`src/rtl/cpu_data_collector_pkg.sv`:
```
// Shared types and the round-robin search used by the CPU data collector.
package cpu_collector_pkg;
  localparam int DATA_W  = 64;
  localparam int MAX_CPU = 16;

  typedef logic [DATA_W-1:0] data_t;
  typedef logic [31:0]       cnt_t;

  // Lanes above CPU_NB are presented as zero, so wrapping over 16 slots
  // finds the same winner as wrapping modulo CPU_NB.
  function automatic logic [3:0] next_rr(input logic [3:0] ptr,
                                         input logic [MAX_CPU-1:0] req);
    logic [3:0] idx;
    logic       found;
    next_rr = ptr;
    found   = 1'b0;
    for (int i = 0; i < MAX_CPU; i++) begin
      idx = ptr + 4'(i);
      if (!found && req[idx]) begin
        next_rr = idx;
        found   = 1'b1;
      end
    end
  endfunction
endpackage

```
`src/rtl/cpu_data_collector_if.sv`:
```
// Lane-input and merged-output bus of the CPU data collector.
interface cpu_data_collector_if #(
  parameter int CPU_NB = 4,
  parameter int DATA_W = 64,
  parameter int IDX_W  = (CPU_NB > 1) ? $clog2(CPU_NB) : 1
);
  logic [CPU_NB-1:0]        in_vld;
  logic [CPU_NB*DATA_W-1:0] in_data;
  logic [CPU_NB-1:0]        in_rdy;
  logic                     out_vld;
  logic                     out_rdy;
  logic [DATA_W-1:0]        out_data;
  logic [IDX_W-1:0]         out_cpu_idx;
  logic [CPU_NB-1:0]        done;
  logic                     all_done;

  // master: pollers and consumer; slave: the collector
  modport master (output in_vld, in_data, out_rdy,
                  input  in_rdy, out_vld, out_data, out_cpu_idx, done, all_done);
  modport slave  (input  in_vld, in_data, out_rdy,
                  output in_rdy, out_vld, out_data, out_cpu_idx, done, all_done);
endinterface

```
`src/rtl/cpu_data_collector_sync_fifo.sv`:
```
// Single-clock FIFO with registered count; head word is read combinationally.
module sync_fifo #(
  parameter int WIDTH = 64,
  parameter int DEPTH = 8
) (
  input  logic             clk,
  input  logic             rst,
  input  logic             push,
  input  logic [WIDTH-1:0] push_data,
  input  logic             pop,
  output logic [WIDTH-1:0] pop_data,
  output logic             full,
  output logic             empty
);
  localparam int AW = $clog2(DEPTH);

  logic [WIDTH-1:0] r_mem [DEPTH];
  logic [AW-1:0]    r_wr_ptr, r_rd_ptr;
  logic [AW:0]      r_count;
  logic             w_do_push, w_do_pop;

  // full/empty come from the pre-update count, so a full FIFO refuses a push
  // even when it is popped in the same cycle
  assign full      = (r_count == (AW+1)'(DEPTH));
  assign empty     = (r_count == '0);
  assign w_do_push = push && !full;
  assign w_do_pop  = pop && !empty;
  assign pop_data  = r_mem[r_rd_ptr];

  always_ff @(posedge clk) begin
    if (w_do_push) r_mem[r_wr_ptr] <= push_data;
  end

  always_ff @(posedge clk) begin
    if (rst) begin
      r_wr_ptr <= '0;
      r_rd_ptr <= '0;
      r_count  <= '0;
    end else begin
      if (w_do_push) r_wr_ptr <= r_wr_ptr + 1'b1;
      if (w_do_pop)  r_rd_ptr <= r_rd_ptr + 1'b1;
      case ({w_do_push, w_do_pop})
        2'b10:   r_count <= r_count + 1'b1;
        2'b01:   r_count <= r_count - 1'b1;
        default: r_count <= r_count;
      endcase
    end
  end
endmodule

```
`src/rtl/cpu_data_collector.sv`:
```
// Per-CPU lane FIFOs merged round-robin into one tagged stream, with
// per-lane delivery counters and sticky done flags.
module cpu_data_collector
  import cpu_collector_pkg::*;
#(
  parameter int CPU_NB         = 4,
  parameter int FIFO_DEPTH     = 8,
  parameter int TRANSACTION_NB = 1000,
  parameter int DATA_W         = 64
) (
  input logic                  clk,
  input logic                  rst,
  cpu_data_collector_if.slave  bus
);
  localparam int IDX_W = (CPU_NB > 1) ? $clog2(CPU_NB) : 1;

  logic [CPU_NB-1:0]             w_full, w_empty, w_push, w_pop, w_req;
  logic [CPU_NB-1:0][DATA_W-1:0] w_head;
  logic [MAX_CPU-1:0]            w_req_ext;
  logic [3:0]                    w_grant4;
  logic [IDX_W-1:0]              w_grant, w_ptr_nxt;
  logic                          w_free, w_any, w_hs;

  logic                          r_out_vld;
  logic [DATA_W-1:0]             r_out_data;
  logic [IDX_W-1:0]              r_out_idx;
  logic [IDX_W-1:0]              r_rr_ptr;
  logic [CPU_NB-1:0][31:0]       r_cnt;
  logic [CPU_NB-1:0]             r_done;

  for (genvar g = 0; g < CPU_NB; g++) begin : g_lane
    sync_fifo #(.WIDTH(DATA_W), .DEPTH(FIFO_DEPTH)) u_fifo (
      .clk       (clk),
      .rst       (rst),
      .push      (w_push[g]),
      .push_data (bus.in_data[g*DATA_W +: DATA_W]),
      .pop       (w_pop[g]),
      .pop_data  (w_head[g]),
      .full      (w_full[g]),
      .empty     (w_empty[g])
    );
  end

  assign bus.in_rdy = ~w_full;
  assign w_push     = bus.in_vld & ~w_full;
  assign w_req      = ~w_empty;
  assign w_any      = |w_req;
  assign w_free     = !r_out_vld || bus.out_rdy;
  assign w_hs       = r_out_vld && bus.out_rdy;

  assign w_req_ext = MAX_CPU'(w_req);
  assign w_grant4  = next_rr(4'(r_rr_ptr), w_req_ext);
  assign w_grant   = IDX_W'(w_grant4);
  assign w_ptr_nxt = (w_grant4 == 4'(CPU_NB-1)) ? '0 : IDX_W'(w_grant4 + 4'd1);
  assign w_pop     = (w_free && w_any) ? (CPU_NB'(1) << w_grant) : '0;

  always_ff @(posedge clk) begin
    if (rst) begin
      r_out_vld  <= 1'b0;
      r_out_data <= '0;
      r_out_idx  <= '0;
      r_rr_ptr   <= '0;
    end else if (w_free) begin
      r_out_vld <= w_any;
      if (w_any) begin
        r_out_data <= w_head[w_grant];
        r_out_idx  <= w_grant;
        r_rr_ptr   <= w_ptr_nxt;
      end
    end
  end

  // done follows the registered count, one cycle behind the final handshake
  always_ff @(posedge clk) begin
    if (rst) begin
      r_cnt  <= '0;
      r_done <= '0;
    end else begin
      for (int i = 0; i < CPU_NB; i++) begin
        if (w_hs && r_out_idx == IDX_W'(i) && r_cnt[i] != '1)
          r_cnt[i] <= r_cnt[i] + 32'd1;
        if (r_cnt[i] >= cnt_t'(TRANSACTION_NB))
          r_done[i] <= 1'b1;
      end
    end
  end

  assign bus.out_vld     = r_out_vld;
  assign bus.out_data    = r_out_data;
  assign bus.out_cpu_idx = r_out_idx;
  assign bus.done        = r_done;
  assign bus.all_done    = &r_done;
endmodule

```
`src/flat_wrapper.sv`:
```
// flat-port wrapper written by rule: the top's interface ports become plain ports
module cpu_data_collector_flat import cpu_collector_pkg::*;
#(
  parameter int CPU_NB         = 4,
  parameter int FIFO_DEPTH     = 8,
  parameter int TRANSACTION_NB = 1000,
  parameter int DATA_W         = 64
)
  (clk, rst, bus_in_vld, bus_in_data, bus_out_rdy, bus_in_rdy, bus_out_vld, bus_out_data, bus_out_cpu_idx, bus_done, bus_all_done);
  cpu_data_collector_if #(.CPU_NB(CPU_NB), .DATA_W(DATA_W)) bus_i ();
  input logic clk;
  input logic rst;
  input wire logic [$bits(bus_i.in_vld)-1:0] bus_in_vld;
  input wire logic [$bits(bus_i.in_data)-1:0] bus_in_data;
  input wire logic [$bits(bus_i.out_rdy)-1:0] bus_out_rdy;
  output wire logic [$bits(bus_i.in_rdy)-1:0] bus_in_rdy;
  output wire logic [$bits(bus_i.out_vld)-1:0] bus_out_vld;
  output wire logic [$bits(bus_i.out_data)-1:0] bus_out_data;
  output wire logic [$bits(bus_i.out_cpu_idx)-1:0] bus_out_cpu_idx;
  output wire logic [$bits(bus_i.done)-1:0] bus_done;
  output wire logic [$bits(bus_i.all_done)-1:0] bus_all_done;
  assign bus_i.in_vld = bus_in_vld;
  assign bus_i.in_data = bus_in_data;
  assign bus_i.out_rdy = bus_out_rdy;
  assign bus_in_rdy = bus_i.in_rdy;
  assign bus_out_vld = bus_i.out_vld;
  assign bus_out_data = bus_i.out_data;
  assign bus_out_cpu_idx = bus_i.out_cpu_idx;
  assign bus_done = bus_i.done;
  assign bus_all_done = bus_i.all_done;
  cpu_data_collector #(.CPU_NB(CPU_NB), .FIFO_DEPTH(FIFO_DEPTH), .TRANSACTION_NB(TRANSACTION_NB), .DATA_W(DATA_W)) u_core (.clk(clk), .rst(rst), .bus(bus_i));
endmodule
```
`config.mk`:
```
export PLATFORM = sky130hd
export DESIGN_NAME = cpu_data_collector_flat
export DESIGN_NICKNAME = d
export VERILOG_FILES = /design/src/rtl/cpu_data_collector_pkg.sv /design/src/rtl/cpu_data_collector_if.sv /design/src/rtl/cpu_data_collector_sync_fifo.sv /design/src/rtl/cpu_data_collector.sv /design/src/flat_wrapper.sv
export SDC_FILE = /design/constraint.sdc
export NUM_CORES = 2
export LEC_CHECK = 0
export BUFFER_PORTS_ARGS = -buffer_cell sky130_fd_sc_hd__buf_4
export CORE_MARGIN = 4
export CORE_UTILIZATION = 35
export DETAILED_ROUTE_END_ITERATION = 10
export REMOVE_ABC_BUFFERS = 1
export SYNTH_ARGS = -nofsm -noshare
export SYNTH_HDL_FRONTEND = slang
export SYNTH_HIERARCHICAL = 1
export SYNTH_SLANG_ARGS = --single-unit
```
`constraint.sdc`:
```
create_clock -name clk -period 11.01 [get_ports clk]
set_clock_uncertainty 0.1 [all_clocks]
set_input_delay 1.101 -clock clk [delete_from_list [all_inputs] [get_ports clk]]
set_output_delay 1.101 -clock clk [all_outputs]
set_load 0.02 [all_outputs]
```
Word level (Yosys, flattened, before mapping). Memory sizes are Yosys's and may differ from the RTL's. A register that Yosys moved wholly into a read port is not among the register bits. Index checks and enable logic that the tools add are counted.

Register bits: 241. Input bits: 263. Memory bits (writable): 2048. Memories kept: 4. Output and inout port bits: 76. Logic and storage cells: 265.

Memories: u_core.g_lane[0].u_fifo.r_mem (words 8, bits a word 64, rd ports 1, clocked after Yosys merged registers in 1, wr ports 1, RTL line cpu_data_collector_sync_fifo.sv:17) `logic [WIDTH-1:0] r_mem [DEPTH];`; u_core.g_lane[1].u_fifo.r_mem (words 8, bits a word 64, rd ports 1, clocked after Yosys merged registers in 1, wr ports 1, RTL line cpu_data_collector_sync_fifo.sv:17); u_core.g_lane[2].u_fifo.r_mem (words 8, bits a word 64, rd ports 1, clocked after Yosys merged registers in 1, wr ports 1, RTL line cpu_data_collector_sync_fifo.sv:17); u_core.g_lane[3].u_fifo.r_mem (words 8, bits a word 64, rd ports 1, clocked after Yosys merged registers in 1, wr ports 1, RTL line cpu_data_collector_sync_fifo.sv:17).

Bitwise gates (word level): 3. Shift operators: 1. Equality and inequality tests: 20. Reduce and logical (&&, ||, !) cells: 70. $add $sub $neg: 36. Order comparisons: 21. Mux-type cells: 86.

Operators with widths (count): $add A32 B1 Y32 const B (4); $bmux W64 S2 (1); $ge A32 B10 Y1 const B (4); $ne A32 B32 Y1 const B (4); $lt A4 B5 Y1 const B (15); $mux W4 (16); $mux W64 (1); $bmux W1 S4 (15); $mux W1 (39); $logic_and A1 B1 Y1 (33); $pmux W4 S2 (4); $add A3 B1 Y3 const B (8); $logic_not A1 Y1 (24); $mux W3 (8); $add A2 B3 Y4 const B (4); $add A2 B4 Y4 const B (4); $add A4 B1 Y4 const B (4); $eq A4 B4 Y1 const B (4); $logic_not A4 Y1 (4); $sub A4 B1 Y4 const B (4); $eq A2 B2 Y1 const B (6); $eq A2 B1 Y1 const B (5); $add A3 B3 Y4 const B (2); $not A4 Y4 (2); other kinds (18) (22).

Longest topological paths before layout.
Depth after elaboration: 55. Mapped depth: 25. Gate-level depth less buffers: 18.

By module. The synthesis kept the hierarchy.

Modules (own cells, without submodules): sync_fifo (u_core.g_lane[0].u_fifo ...) (sequential area each 15635.0 um2, area each 19876.6 um2, instances 2, cells each 813); sync_fifo (u_core.g_lane[2].u_fifo ...) (sequential area each 15635.0 um2, area each 19875.3 um2, instances 2, cells each 813); cpu_data_collector (sequential area each 4023.9 um2, area each 14576.5 um2, instances 1, cells each 1955).

Worst setup path before layout. Ideal clock, no wire load.

Path type: input-to-reg. Start: in bus_in_vld[2]. End: mem u_core.g_lane[2].u_fifo.r_mem[0][0] (enable). Arrival: 7.590 ns. Slack: 2.676 ns. Buffers on the path: 0. Cell stages on the path: 3. Required time: 10.266 ns. Setup time: 0.644 ns. Cell sequence: nor2b_1 > nand2_4 > nor4_1.

Cells in the longest elaborated chain, start to end: 4.

RTL lines: from (decl) (RTL line flat_wrapper.sv:13) `input wire logic [$bits(bus_i.in_vld)-1:0] bus_in_vld;`; $and A4 B4 Y4 (RTL line cpu_data_collector.sv:45) `assign w_push = bus.in_vld & ~w_full;`; $logic_and A1 B1 Y1 (RTL line cpu_data_collector_sync_fifo.sv:26) `assign w_do_push = push && !full;`; $mux W1 (RTL line cpu_data_collector_sync_fifo.sv:31) `if (w_do_push) r_mem[r_wr_ptr] <= push_data;`; $mux W1 (implied by the code) (RTL line cpu_data_collector_sync_fifo.sv:31); to (decl) (RTL line cpu_data_collector_sync_fifo.sv:17).

Every way passes these cells.

Final worst setup path.
Start: reg u_core.r_rr_ptr[0]. End: reg u_core.g_lane[1].u_fifo.r_count[2].

Cells in the longest elaborated chain, start to end: 53. Elaborated cells on any way between the ends: 114. Those cells by class: add/sub: 15; eq/ne: 2; shift: 1; mux: 64; reduce/logical: 32.

RTL lines: from (decl) (RTL line cpu_data_collector.sv:27) `logic [IDX_W-1:0] r_rr_ptr;`; from (signal assigned) (RTL line cpu_data_collector.sv:68) `r_rr_ptr <= w_ptr_nxt;`; parallel branches: the longest is 47 deep, another holds $add A2 B1 Y3; $mux W4 * (RTL line cpu_data_collector_pkg.sv:19) `if (!found && req[idx]) begin`; named net u_core.w_grant4[0] (RTL line cpu_data_collector.sv:20) `logic [3:0] w_grant4;`; $shl A1 B2 Y4 * (RTL line cpu_data_collector.sv:55) `assign w_pop = (w_free && w_any) ? (CPU_NB'(1) << w_grant) : '0;`; $mux W4 * (RTL line cpu_data_collector.sv:55); named net u_core.w_pop[1] (RTL line cpu_data_collector.sv:17) `logic [CPU_NB-1:0] w_full, w_empty, w_push, w_pop, w_req;`; $logic_and A1 B1 Y1 * (RTL line cpu_data_collector_sync_fifo.sv:27) `assign w_do_pop = pop && !empty;`; named net u_core.g_lane[1].u_fifo.w_do_pop (RTL line cpu_data_collector_sync_fifo.sv:20) `logic w_do_push, w_do_pop;`; $eq A2 B1 Y1 / $eq A2 B2 Y1 (equally long branches) (RTL line cpu_data_collector_sync_fifo.sv:42) `case ({w_do_push, w_do_pop})`; $pmux W4 S2 / $reduce_bool A2 Y1 (equally long branches); to (signal assigned) (RTL line cpu_data_collector_sync_fifo.sv:43) `2'b10: r_count <= r_count + 1'b1;`; to (signal assigned) (RTL line cpu_data_collector_sync_fifo.sv:44) `2'b01: r_count <= r_count - 1'b1;`; to (signal assigned) (RTL line cpu_data_collector_sync_fifo.sv:45) `default: r_count <= r_count;`; to (decl) (RTL line cpu_data_collector_sync_fifo.sv:19) `logic [AW:0] r_count;`.

Mark *: on every way through the listed nets, which the timed path passes. The select of a mux whose other input is x is not followed. A chain may end at the register's enable or synchronous reset.

==> impl_metrics.env <==
export IMPL_syn_inst=5207
export IMPL_dp_slack_ns=4.66
export IMPL_combPwrFrac_pct=29.0
export IMPL_first_pass_iters=8
export IMPL_postCtsSetupBuffers=0
export IMPL_hold_depth=1
export IMPL_clock_latency_ns=0.91
export IMPL_synth_area_per_cell_um2=18.1
export IMPL_p_per_area_nw_per_um2=243
export IMPL_worstPathRequired_ns=11.73
export IMPL_power_switching_mw=8.82
export IMPL_clock_path_buffers=3
export IMPL_yosysSeqAreaShare_pct=70.8
export IMPL_cp_max_fo=257
export IMPL_cp_start_kind="flip-flop"
export IMPL_leakage_nw=33.7
export IMPL_synth_edf_count=2048
export IMPL_min_period_ns=6.30
export IMPL_overflow=0
export IMPL_port_buffers=338
export IMPL_worstHoldStart="bus_in_data[116]"
export IMPL_antenna_found_initial=92
export IMPL_ant_nets=0
export IMPL_wl_per_cell_um=27.9
export IMPL_synth_area_um2=94100
export IMPL_multiInputGateArea_um2=25800
export IMPL_swShare_pct=33.6
export IMPL_drc=0
export IMPL_finalCritPeriodShare_pct=57.2
export IMPL_rr_endpoint="u_core/g_lane[1].u_fifo/r_count[2]"
export IMPL_grt_pass1_vias=50600
export IMPL_p_int_mw=17.5
export IMPL_fp_coreArea_um2=268000
export IMPL_grtUsageTotal_pct=18.4
export IMPL_worstReg2RegStart="u_core/r_rr_ptr[0]"
export IMPL_areaGrowthSynthToFinish_pct=15.1
export IMPL_total_power_mw=26.3
export IMPL_synth_ff_latch_count=2301
export IMPL_pwr_share_seq_pct=40.5
export IMPL_arrival_ns=7.02
export IMPL_start_util_pct=35.1
export IMPL_die_h_um=526
export IMPL_hold_viol=0
export IMPL_placementRows=190
export IMPL_yosys_warnings=6
export IMPL_setup_viol=0
export IMPL_totalWireLength_um=260000
export IMPL_io_pins=339
export IMPL_cts_tree="done"
export IMPL_rrSetupSlack_ns=4.71
export IMPL_maxCapViolCount=0
export IMPL_slew_violations=0
export IMPL_ys_flop_type="edfxtp_1"
export IMPL_layout_nets=5835
export IMPL_via_per_inst=5.55
export IMPL_outcome="finished, final reports clean"
export IMPL_min_path_type="input pin to flip-flop"
export IMPL_setup_ws_ns=4.71
export IMPL_postCtsHoldBufs=0
export IMPL_regArea_um2=66600
export IMPL_grt_start_max_net_pins=258
export IMPL_pwr_share_clk_pct=30.5
export IMPL_nFillCells=23900
export IMPL_drive_gt1_share_pct=28.7
export IMPL_async_flop_share_pct=0
export IMPL_numCtsBuffers=231
export IMPL_layout_commonest_cell="edfxtp_1"
export IMPL_h_tree_depth=4
export IMPL_root_buffer="clkbuf_16"
export IMPL_rsz0062_at_grt="no"
export IMPL_crit_path_end_kind="flip-flop"
export IMPL_synthDistinctLibCells=77
export IMPL_grt_pass1_wl_um=372000
export IMPL_worstHoldEndpoint="u_core/g_lane[1].u_fifo/r_mem[3][52]"
export IMPL_irDropWorstVdd_mv=0.430
export IMPL_cts_num_sinks=2301
export IMPL_dp_hpwl_um=160000
export IMPL_critical_path_class="flip-flop to flip-flop"
export IMPL_fin_hold_ws_ns=0.324
export IMPL_max_freq_mhz=159
export IMPL_worst_slew_pin_slew_ns=1.40
export IMPL_final_cell_mix="edfxtp_1 (2,048), mux4_2 (513), buf_4 (437)"
export IMPL_dieArea_um2=277000
export IMPL_relSlewSlack_pct=5.50
export IMPL_place_congestion=0.787
export IMPL_r2r_cells=20
export IMPL_vias=51800
export IMPL_ctsResizeCount=0
export IMPL_fp_dieW_um=526
export IMPL_clk_pin_slew_ns=0.06
export IMPL_drt_initial_drc_count=5431
-- flip-flops by register name, summed over array words and instances, names as in the netlist, named ones only --
name                           flops
u_core/g_lane.u_fifo/r_wr_ptr     12
u_core/bus.out_data               64
u_core/g_lane.u_fifo/r_mem      2048
u_core/g_lane.u_fifo/r_count      16
u_core/bus.out_vld                 1
u_core/r_cnt                     128
u_core/r_rr_ptr                    2
u_core/bus.done                    4
u_core/bus.out_cpu_idx             2
u_core/g_lane.u_fifo/r_rd_ptr     12
-- power groups by stage --
stage          Combinational, mW  Clock [mW]  Sequential [mW]
6_report                    7.62        8.03             10.6
3_5_place_dp                7.62           0             10.8
5_1_grt                     8.17        8.57             10.7
4_1_cts                     7.63        8.21             10.7
2_1_floorplan               4.70           0             11.0
3_3_place_gp                7.40           0             10.8
-- metrics by stage --
stage | instance area [um^2] | cells | util, % | setup TNS (ns)
floorplan | 92200 | 4867 | - | -212.71
global placement | 100000 | 8859 | 37.5 | 0
detailed placement | 100000 | 8859 | 37.5 | 0
CTS | 108000 | 9295 | 40.4 | 0
global route | 108000 | 9312 | 40.4 | 0
finish | 108000 | 9341 | 40.5 | 0
-- worst max-delay path, stage by stage, from the launching register on --
cell and delay, ns:
dfxtp_4 0.73, inv_6 0.34, ha_1 0.65, mux2i_1 0.34
a32oi_2 0.19, nor2_4 0.20, buf_12 0.70, o21ai_4 0.13
xnor2_4 0.19, buf_4 0.63, inv_2 0.10, ha_1 0.20
and2_1 0.13, o41a_1 0.18, ha_1 0.30, xor2_1 0.17
ha_1 0.19, a21oi_1 0.16, xor2_1 0.11, or3_1 0.33
a21oi_1 0.15
-- logic make-up after synthesis --
kind of cell	Yosys count	synth area share, %
xor+xnor	137	1.30
compound gates	422	3.38
buf+inv	375	2.09
flops	2301	70.8
fa+ha+maj	32	0.426
mux	857	16.3
simple gates	1083	5.77
-- synthesized netlist by cell type, types with 79 or more instances --
cell type	number	share of area, %
a21oi_1	102	0.54
clkbuf_1	163	0.65
dfxtp_1	253	5.4
edfxtp_1	2048	65
mux2_2	264	3.2
mux2i_1	79	0.84
mux4_2	513	12
nand2_1	257	1.0
nand3_1	255	1.4
nand4_1	96	0.64
nor2_1	200	0.80
or3_1	85	0.57
xor2_1	83	0.77
-- worst max-delay path by stage --
stage,from,end,cells after the start
final,u_core/r_rr_ptr[0],u_core/g_lane[1].u_fifo/r_count[2],20
after detailed placement,u_core/r_rr_ptr[0],u_core/g_lane[1].u_fifo/r_count[2],20
after floorplan,u_core/r_rr_ptr[0],u_core/g_lane[2].u_fifo/r_count[3],15
after global placement,u_core/r_rr_ptr[0],u_core/g_lane[1].u_fifo/r_count[2],20
after global routing,u_core/r_rr_ptr[0],u_core/g_lane[1].u_fifo/r_count[2],20
after CTS,u_core/r_rr_ptr[0],u_core/g_lane[1].u_fifo/r_count[2],20
-- per-layer routing --
layer | up-vias | routed length [um] | global-route usage [%] | part of all wire, %
li1 | 22000 | - | - | -
met1 | 27300 | 108000 | 25.0 | 42
met2 | 1991 | 121000 | 28.7 | 46
met3 | 429 | 23400 | 5.25 | 9.0
met4 | 62 | 7250 | 5.62 | 2.8
met5 | - | 418 | 0 | 0.16
-- cell type report --
type                    instances  area share [%]
diodes                         46           0.106
clock buffers                 301            5.84
clock inverters               135            1.45
inverters                      35           0.126
multi-input cells            2531            23.8
flip-flops and latches       2301            61.5
well taps                    3552            4.10
repair buffers                440            3.08
(Power assumes the default switching activity.)
